==> src/rtl/uart_pkg.sv <==
// Shared UART constants and types for the RX/TX datapaths and the RX byte FIFO.
// Pure definitions: no logic, no latency, no flow control.
package uart_pkg;

  localparam int CLK_FREQ_HZ     = 50_000_000;
  localparam int BAUD_RATE       = 115_200;
  localparam int CLKS_PER_BIT    = CLK_FREQ_HZ / BAUD_RATE;
  localparam int RX_SAMPLE_POINT = CLKS_PER_BIT / 2;

  localparam int DATA_WIDTH      = 8;
  localparam int RX_FIFO_DEPTH   = 8;

  typedef enum logic [1:0] {
    RX_IDLE,
    RX_START,
    RX_DATA,
    RX_STOP
  } rx_state_e;

  typedef enum logic [1:0] {
    TX_IDLE,
    TX_START,
    TX_DATA,
    TX_STOP
  } tx_state_e;

endpackage

==> src/rtl/rise_det.sv <==
// Registered rising-edge detector: combinational pulse on the first high cycle of d.
// The history register resets to 1, so a level already high at reset release is not an edge.
module rise_det (
  input  logic clk,
  input  logic rst_n,
  input  logic d,
  output logic pulse
);

  logic d_q;

  always_ff @(posedge clk or negedge rst_n) begin
    if (!rst_n) begin
      d_q <= 1'b1;
    end else begin
      d_q <= d;
    end
  end

  assign pulse = d & ~d_q;

endmodule

==> src/rtl/rx_byte_fifo.sv <==
// RX byte FIFO: one write per rx_end rising edge, first-word-fall-through read, 1-clk write-to-valid.
// No backpressure toward RX: a byte arriving while full (without a same-cycle read) is dropped and flagged.
module rx_byte_fifo
  import uart_pkg::*;
#(
  parameter int DEPTH = RX_FIFO_DEPTH,
  parameter int WIDTH = DATA_WIDTH
) (
  input  logic                     clk,
  input  logic                     rst_n,
  input  logic                     rx_end,
  input  logic [WIDTH-1:0]         rx_dq,
  output logic                     rd_valid,
  input  logic                     rd_ready,
  output logic [WIDTH-1:0]         rd_data,
  output logic [$clog2(DEPTH):0]   count,
  output logic                     full,
  output logic                     overflow,
  input  logic                     ovf_clr
);

  localparam int AW = $clog2(DEPTH);
  localparam int PW = AW + 1;

  logic [PW-1:0]    wr_ptr;
  logic [PW-1:0]    rd_ptr;
  logic [WIDTH-1:0] mem [DEPTH];

  logic wr_stb;
  logic empty;
  logic do_rd;
  logic do_wr;
  logic drop;

  rise_det u_rise_det (
    .clk   (clk),
    .rst_n (rst_n),
    .d     (rx_end),
    .pulse (wr_stb)
  );

  // Extra pointer bit distinguishes full (MSBs differ) from empty (identical).
  assign empty    = (wr_ptr == rd_ptr);
  assign full     = (wr_ptr[AW] != rd_ptr[AW]) && (wr_ptr[AW-1:0] == rd_ptr[AW-1:0]);
  assign rd_valid = ~empty;
  assign count    = wr_ptr - rd_ptr;
  assign rd_data  = mem[rd_ptr[AW-1:0]];

  assign do_rd = rd_valid & rd_ready;
  assign do_wr = wr_stb & (~full | do_rd);
  assign drop  = wr_stb & full & ~do_rd;

  always_ff @(posedge clk) begin
    if (do_wr) begin
      mem[wr_ptr[AW-1:0]] <= rx_dq;
    end
  end

  always_ff @(posedge clk or negedge rst_n) begin
    if (!rst_n) begin
      wr_ptr <= '0;
      rd_ptr <= '0;
    end else begin
      if (do_wr) begin
        wr_ptr <= wr_ptr + PW'(1);
      end
      if (do_rd) begin
        rd_ptr <= rd_ptr + PW'(1);
      end
    end
  end

  // A new drop outranks a clear in the same cycle.
  always_ff @(posedge clk or negedge rst_n) begin
    if (!rst_n) begin
      overflow <= 1'b0;
    end else if (drop) begin
      overflow <= 1'b1;
    end else if (ovf_clr) begin
      overflow <= 1'b0;
    end
  end

endmodule

==> config.mk <==
export PLATFORM = sky130hd
export DESIGN_NAME = rx_byte_fifo
export DESIGN_NICKNAME = d
export VERILOG_FILES = /design/src/rtl/uart_pkg.sv /design/src/rtl/rise_det.sv /design/src/rtl/rx_byte_fifo.sv
export SDC_FILE = /design/constraint.sdc
export NUM_CORES = 1
export LEC_CHECK = 0
export CAP_MARGIN = 20
export CORE_ASPECT_RATIO = 0.5
export CORE_UTILIZATION = 59
export CTS_BUF_LIST = sky130_fd_sc_hd__clkbuf_2
export CTS_CLUSTER_DIAMETER = 200
export CTS_CLUSTER_SIZE = 24
export DETAILED_ROUTE_END_ITERATION = 8
export PLACE_DENSITY_LB_ADDON = 0.12
export SYNTH_ARGS = -nofsm -noshare
export SYNTH_HDL_FRONTEND = slang
export SYNTH_SLANG_ARGS = --single-unit
==> constraint.sdc <==
create_clock -name clk -period 3.11 [get_ports clk]
set_input_delay 0.311 -clock clk [delete_from_list [all_inputs] [get_ports clk]]
set_output_delay 0.311 -clock clk [all_outputs]
set_load 0.005 [all_outputs]
# == After elaboration in Yosys (flattened, before gate mapping) ==
# Memory sizes are Yosys's and may differ from the RTL's.
# Cells that the tools add are included.
# word_totals
rom_bits,0
n_memories,1
ff_bits,10
output_inout_bits,15
ram_bits,64
latchBits,0
in_bits,13
# mem_list
memory,depth,word_bits,read_ports,rd_clocked_by_memory_dff,wr,line_no,text
mem,8,8,1,0,1,rx_byte_fifo.sv:27,logic [WIDTH-1:0] mem [DEPTH];
# op_classes
n_shift,0
n_div,0
addsub,3
n_eq_ne,3
bitwise_logic,10
order_cmp,0
reduce_logical,2
n_mux,4
multipliers,0
# op_table
operator,n
"4-bit by 1-bit adder with 4-bit output, second input constant",2
1-bit AND,5
4-bit == test,1
1-bit 2-to-1 mux,4
1-bit NOT,4
4-bit subtractor,1
3-bit == test,1
2-bit nonzero test,1
1-bit logical AND,1
1-bit inequality test,1
1-bit OR,1

# == Longest topological paths before layout ==
# Gate-level depths: netlist of the first run.
# logic_depth
ltp_word,7
mapped_depth,8
mapped_depth_nobuf,6

# == Hierarchy ==
# Synthesis of the first run repeated with hierarchy kept, for this count alone.
# hier_totals
cells_unflattened,172
area_unflattened_um2,3042.9
# modules_own_cells
module,cells_each,n_inst,area_per_inst_um2
rx_byte_fifo,170,1,3002.9
rise_det,2,1,40.0

# == Least setup slack after synthesis of the first run ==
# OpenSTA, ideal clock, no wires.
# synth_path
path_type,reg-to-reg
start,register rd_ptr[2]
end,"memory mem[0][0] in the netlist's numbering, enable pin"
t_arrival_ns,2.370
path_slack_ns,0.346
setup_ns,0.395
period_less_slack_ns,2.764
stages_incl_launch_ff,7
cell_sequence,dfrtp_1 -> clkbuf_1 -> clkinv_1 -> ha_1 -> nand3_1 -> o31ai_4 -> nor4_1
# synth_via
elab_chain_len,7
word_cells_on_any_way,10
cone_classes,eq/ne: 2; mux: 2; bitwise: 5; reduce/logical: 1
# synth_lines
element,line_no,text
start: declaration,rx_byte_fifo.sv:26,logic [PW-1:0] rd_ptr;
start signal: assignment,rx_byte_fifo.sv:68,rd_ptr <= rd_ptr + PW'(1);
4-bit == test or 3-bit == test (tied branches),"rx_byte_fifo.sv:43, rx_byte_fifo.sv:44",
1-bit NOT or 1-bit logical AND (tied branches),"rx_byte_fifo.sv:45, rx_byte_fifo.sv:44",
1-bit AND or 1-bit NOT (tied branches),"rx_byte_fifo.sv:49, rx_byte_fifo.sv:50",
1-bit OR *,rx_byte_fifo.sv:50,assign do_wr = wr_stb & (~full | do_rd);
1-bit AND *,rx_byte_fifo.sv:50,
1-bit 2-to-1 mux *,rx_byte_fifo.sv:54,if (do_wr) begin
1-bit 2-to-1 mux (implied by the code) *,rx_byte_fifo.sv:55,mem[wr_ptr[AW-1:0]] <= rx_dq;
end: declaration,rx_byte_fifo.sv:27,
# Mark *: on every way between the ends. The rest lies on a longest branch, timed or not.

# == Worst setup path after layout of the first run ==
# layout_path
start,register wr_ptr[0]
end,output count[2]
# layout_via
elab_chain_len,1
# layout_lines
element,line_no,text
start: declaration,rx_byte_fifo.sv:25,logic [PW-1:0] wr_ptr;
start signal: assignment,rx_byte_fifo.sv:65,wr_ptr <= wr_ptr + PW'(1);
4-bit subtractor,rx_byte_fifo.sv:46,assign count = wr_ptr - rd_ptr;
end: declaration,rx_byte_fifo.sv:16,"output logic [$clog2(DEPTH):0] count,"
# Every way passes these cells.

==> run summary, run 1 <==
Run status -> complete, no violations
Worst min path class -> input pin to asynchronous set/reset pin
Total negative setup slack -> 0 ns
Post-layout util -> 72.3%
Clock latency on the worst-skew pair -> 0.48 ns
Input/output buffers -> 27
Die X -> 103 um
Hold_buf cts -> 0
Die Ht -> 52.7 um
Number of buffers created by CTS -> 9
CTS tree -> done
Mapped Cells -> 171
Setup crit end kind -> output pin
Grt ovf -> 0
Clk_skew -> 0.0147 ns
Worst Tran Pin Value -> 0.992 ns
Clock transition at path regs -> 0.18 ns
Fin. Hold Viols -> 0
Critical path class -> register to output pin
Area share of the largest cell type after synthesis -> 63.3%
Most frequent cells in the layout -> edfxtp_1, nand2_1, clkdlybuf4s50_1
H-tree Lvls -> 3
Mapped Area -> 3040 um2
Fillcell total -> 325
Most common cell after layout, fill and taps aside -> edfxtp_1
Worst path required time -> 2.80 ns
Fmax -> 366 MHz
Antenna Cells -> 0
Synth area leaders -> edfxtp_1, mux4_2, dfrtp_1
Dpl cell area -> 3430 um2
WP data arrival -> 2.42 ns
Final period utilization -> 87.8%
Aggregate global-route resource usage -> 22.0%
Iteration-0 DRC Markers -> 76
First-pass GRT wire length -> 7960 um
Post-DR vias/cell -> 5.47
DIE AREA -> 5460 um2
Vias in the first global route -> 1587
Initial Util -> 61.6%
Post-Layout Inst Area -> 3560 um2
DR WL/cell -> 17.8 um
Yosys reg bits -> 74
Setup crit start kind -> register
Sequential Area -> 2170 um2
RD Place Congestion -> 0.786
DPL Wire Length -> 3330 um
VDD IR max -> 0.000807 V
MaxCap Viol Count -> 0
Share of cells above drive strength 1 -> 20.7%
Setup violators final -> 0
Max transition margin -> 33.3%
Core footprint -> 4930 um2
RSZ-0062 raised after global routing -> no
Yosys synthesis warning count -> 0
Largest net degree at the start of global routing -> 21
Reg2reg end -> mem[0][2]$_DFFE_PP_
Max Slew Vio Count -> 0
Post-cts resize count -> 0
Area leader, netlist -> edfxtp_1
Final wirelength -> 5120 um
Clk buf depth -> 2
R2r setup slk -> 0.71 ns
Reg2reg start -> wr_ptr[0]$_DFFE_PN0P_
Fin crit period -> 2.73 ns
# IOs -> 28
Reg2reg path depth -> 5
Via Count -> 1571
Post-synth cell types -> 30
CTS sink count -> 74
Multi-input logic area -> 808 um2
Sequential-to-total area share from yosys stat -> 71.5%
Crit-path max FO -> 7
Cell row count -> 18
DRT Pass-1 Iters -> 4
Post-DRT Antenna Nets -> 0
Post-CTS Setup Inserts -> 0
Synthesized Nets -> 190
Syn Area/Cell -> 17.8 um2
Static Leak -> 1.27 nW
PD cells -> 915 nW/um2
Antenna violations before repair -> 0
Nets -> 231
Area growth, synth to finish -> 17.3%
Clock root cell -> clkbuf_2
Drt drc -> 0
## Yosys cell counts (all sizes together)
library cell and number:
a21o 1, a21oi 1, and3 1, buf 4, clkbuf 1, clkinv 1
dfrtp 9, dfstp 1, edfxtp 64, fa 1, ha 5, inv 8
mux2 2, mux4 16, nand2 28, nand3 3, nand3b 1, nand4 1
nor2 5, nor2b 1, nor3 4, nor4 1, o21ai 1, o311ai 1
o31ai 1, xnor2 7, xor2 2
## report_power, final
part           internal, mW  total [mW]  leakage (nW)  switching [mW]
combinational         0.767        1.39         0.490           0.627
sequential             1.20        1.29         0.697          0.0873
clock                 0.264       0.577        0.0793           0.312
total                  2.24        3.26          1.27            1.03
## worst max path at each step
| stage | start | to | slack, ns | cells past startpoint |
|---|---|---|---|---|
| finish | wr_ptr[0]$_DFFE_PN0P_ | count[2] | 0.38 | 5 |
| CTS | rd_ptr[0]$_DFFE_PN0P_ | rd_data[3] | 0.33 | 5 |
| global route | wr_ptr[0]$_DFFE_PN0P_ | count[2] | 0.17 | 5 |
| global placement | rx_end | mem[0][1]$_DFFE_PP_ | 0.69 | 4 |
| floorplan | rd_ptr[2]$_DFFE_PN0P_ | mem[0][0]$_DFFE_PP_ | 0.35 | 6 |
| detailed placement | rx_end | mem[0][7]$_DFFE_PP_ | 0.57 | 4 |
## sequential cells by signal (all words and copies together), names as in the netlist
name and count:
u_rise_det.d_q 1, mem 64, rd_ptr 4, wr_ptr 4, overflow 1
## layer usage
| metal | track usage [%] | share of wire, % | wire length (um) | vias up |
|---|---|---|---|---|
| met5 | 0 | 0 | 0 | - |
| li1 | - | - | - | 731 |
| met1 | 29.9 | 46 | 2380 | 786 |
| met4 | 3.99 | 0.31 | 16 | 0 |
| met2 | 33.1 | 46 | 2380 | 51 |
| met3 | 10.0 | 6.8 | 346 | 3 |
## stage by stage
stage,power (mW),worst slack [ns],hold WS (ns),std cells
floorplan,2.12,0.346,0.0154,171
global placement,2.69,0.691,0.516,271
detailed placement,2.70,0.572,0.523,271
CTS,3.29,0.334,0.0980,287
global route,3.47,0.169,0.0872,287
finish,3.26,0.380,0.129,287
## final cells by class
cell class,count,share of cell area [%]
sequential,74,61.0
multi-input combinational,83,22.7
timing repair buffer,35,9.27
tap,70,2.46
clock inverter,6,2.28
clock buffer,10,1.40
inverter,9,0.948
## kinds of logic after synthesis
family          count (synthesis)  share of synthesized area [%]
mux                            18                           12.7
buf+inv                        14                           2.06
compound gates                  5                           1.81
fa+ha+maj                       6                           2.72
simple gates                   45                           6.30
flops                          74                           71.5
xor+xnor                        9                           2.84
## critical path: stages, from the launching register on
cell and delay [ns]:
dfrtp_1 0.52, inv_1 0.10, ha_1 0.23, fa_1 0.38
xnor2_1 0.20, clkdlybuf4s50_1 0.52
Power figures use the tool's default switching activity.
==> run 2, diff against run 1 <==
--- a/config.mk
+++ b/config.mk
@@ -12,7 +12,9 @@
 export CTS_CLUSTER_DIAMETER = 200
 export CTS_CLUSTER_SIZE = 24
 export DETAILED_ROUTE_END_ITERATION = 8
+export MAX_ROUTING_LAYER = met4
 export PLACE_DENSITY_LB_ADDON = 0.12
+export REMOVE_ABC_BUFFERS = 1
 export SYNTH_ARGS = -nofsm -noshare
 export SYNTH_HDL_FRONTEND = slang
 export SYNTH_SLANG_ARGS = --single-unit
==> run 2 against run 1 <==
Non-clock buffer count stayed put; via count is 4.1% higher; largest cell class unchanged; final cell count stayed put; maximum frequency is 0.59% lower; clock skew is 0.0041 ns higher; sequential power hardly changed; core utilization is 0.71 points higher; critical endpoint is now full; setup slack worse by 0.016 ns.
==> run summary, run 2 (same netlist as run 1, synthesis figures left out) <==
Worst min path class -> input pin to asynchronous set/reset pin
Fin. Hold Viols -> 0 (unchanged)
Clock latency on the worst-skew pair -> 0.49 ns (about the same)
DRT Pass-1 Iters -> 4 (unchanged)
DPL Wire Length -> 3620 um (+8.6%)
Reg2reg path depth -> 5 (unchanged)
CP max stage cell -> dfrtp_2
CP peak stage delay -> 0.56 ns (+0.04 ns)
R2r setup slk -> 0.64 ns (-0.07 ns)
Total negative setup slack -> 0 ns (unchanged)
Number of flip-flops under the largest register name -> 64 (unchanged)
DIE AREA -> 5460 um2 (unchanged)
Nets -> 231 (unchanged)
Vias in the first global route -> 1612 (+1.6%)
Most common cell after layout, fill and taps aside -> edfxtp_1
Crit-path max FO -> 11 (+4)
Clock transition at path regs -> 0.19 ns (about the same)
Setup violators final -> 0 (unchanged)
Largest delay share family, worst path -> buffers and inverters
WP data arrival -> 2.44 ns (+0.02 ns)
Area growth, synth to finish -> 18.5%
Post-Layout Inst Area -> 3600 um2 (+0.98%)
PD cells -> 944 nW/um2 (+3.1%)
Worst-path cell chain -> clkinv_1 -> ha_1 -> nand3_1 -> nor2_1 -> clkdlybuf4s50_1
Drt drc -> 0 (unchanged)
CTS tree -> done
Input/output buffers -> 27 (unchanged)
Fmax -> 364 MHz (-0.59%)
Levels on crit path -> 5 (unchanged)
Setup crit start kind -> register
Clk buf depth -> 2 (unchanged)
Setup ws final -> 0.364 ns (-0.0162 ns)
Inst Count DP -> 271 (unchanged)
Fin crit period -> 2.75 ns (+0.0162 ns)
Reg2reg end -> mem[7][0]$_DFFE_PP_
Most frequent cells in the layout -> edfxtp_1, nand2_1, clkdlybuf4s50_1
Final wirelength -> 5660 um (+11%)
Static Leak -> 1.28 nW (+0.99%)
Core footprint -> 4930 um2 (unchanged)
Max transition margin -> 43.0% (+9.7 points)
Clk_skew -> 0.0188 ns (+0.00409 ns)
Hold_buf cts -> 0 (unchanged)
Layout Cells excl Fill -> 287 (unchanged)
Worst path required time -> 2.80 ns (about the same)
Antenna violations before repair -> 0 (unchanged)
Final period utilization -> 88.3% (+0.52 points)
Post-DR vias/cell -> 5.70 (+4.1%)
Post-CTS Setup Inserts -> 0 (unchanged)
Post-cts resize count -> 0 (unchanged)
Critical Path Source -> rd_ptr[2]$_DFFE_PN0P_
Total Power -> 3.40 mW (+4.1%)
First-pass GRT wire length -> 8360 um (+5.1%)
Die X -> 103 um (unchanged)
Worst Tran Pin Value -> 0.852 ns (-0.140 ns)
CTS sink count -> 74 (unchanged)
Post-DRT Antenna Nets -> 0 (unchanged)
Reg2reg start -> rd_ptr[2]$_DFFE_PN0P_
Initial Util -> 61.6% (unchanged)
Setup crit end kind -> output pin
Share of cells above drive strength 1 -> 21.7% (+0.92 points)
Clock root cell -> clkbuf_2
Antenna Cells -> 0 (unchanged)
H-tree Lvls -> 3 (unchanged)
Max Slew Vio Count -> 0 (unchanged)
RD Place Congestion -> 0.822 (+4.6%)
Dpl ws -> 0.530 ns (-0.0418 ns)
Die Ht -> 52.7 um (unchanged)
RSZ-0062 raised after global routing -> no
Aggregate global-route resource usage -> 23.9% (+1.9 points)
Run status -> complete, no violations
Iteration-0 DRC Markers -> 88 (+16%)
# IOs -> 28 (unchanged)
Via Count -> 1636 (+4.1%)
Cell row count -> 18 (unchanged)
VDD IR max -> 0.000926 V (+15%)
Largest net degree at the start of global routing -> 20 (-4.8%)
MaxCap Viol Count -> 0 (unchanged)
Critical path class -> register to output pin
CP Buf/Inv Count -> 2 (unchanged)
DR WL/cell -> 19.7 um (+11%)
Grt ovf -> 0 (unchanged)
Dpl cell area -> 3430 um2 (unchanged)
Number of buffers created by CTS -> 9 (unchanged)
==> run 2: cell types whose count changed in the layout (fill, tap and decap cells not counted) <==
cell | before | now
bufinv_16 | 2 | 3
clkinv_1 | 2 | 1
clkinv_2 | 2 | 0
clkinv_4 | 0 | 2
dfrtp_1 | 9 | 8
dfrtp_2 | 0 | 1
==> run 2: stage by stage <==
step           utilization, %  hold WS (ns)
2_1_floorplan               -        0.0154
3_3_place_gp             69.6         0.516
3_5_place_dp             69.6         0.520
4_1_cts                  73.0         0.107
5_1_grt                  73.0         0.100
6_report                 73.0         0.127
==> run 2: cell type report <==
type                            instances  area (um2)
Sequential cell                        74        2170
Fill cell                             310        1330
Tap cell                               70        87.6
Inverter                                9        33.8
Multi-Input combinational cell         83         808
Timing Repair Buffer                   35         330
Clock buffer                           10        50.0
Clock inverter                          6         115
==> run 2: how the worst max path moves through the flow <==
stage                                to  slack (ns)
detailed placement  mem[7][2]$_DFFE_PP_        0.53
CTS                                full        0.15
floorplan           mem[0][0]$_DFFE_PP_        0.28
global placement    mem[7][5]$_DFFE_PP_        0.66
finish                             full        0.36
global route                       full        0.16
==> run 2: power by group <==
part | internal [mW] | switching [mW] | leakage, nW | total, mW
registers | 1.21 | 0.118 | 0.696 | 1.32
logic | 0.764 | 0.623 | 0.491 | 1.39
clock network | 0.353 | 0.334 | 0.0923 | 0.686
total | 2.32 | 1.08 | 1.28 | 3.40
==> run 2: layer usage <==
metal | vias to the layer above | wire, um | track usage (%) | part of all wire [%]
met5 | - | 0 | - | 0
met4 | 0 | 38 | 7.98 | 0.67
met3 | 4 | 416 | 8.27 | 7.3
met2 | 68 | 2650 | 35.2 | 47
met1 | 833 | 2560 | 31.6 | 45
li1 | 731 | - | - | -
==> run 2: worst register-to-register path, stage by stage, from the launching register on <==
cell,delay (ns)
dfrtp_2,0.56
clkinv_1,0.14
ha_1,0.35
nand3_1,0.21
o311ai_2,0.16
nor2_1,0.70
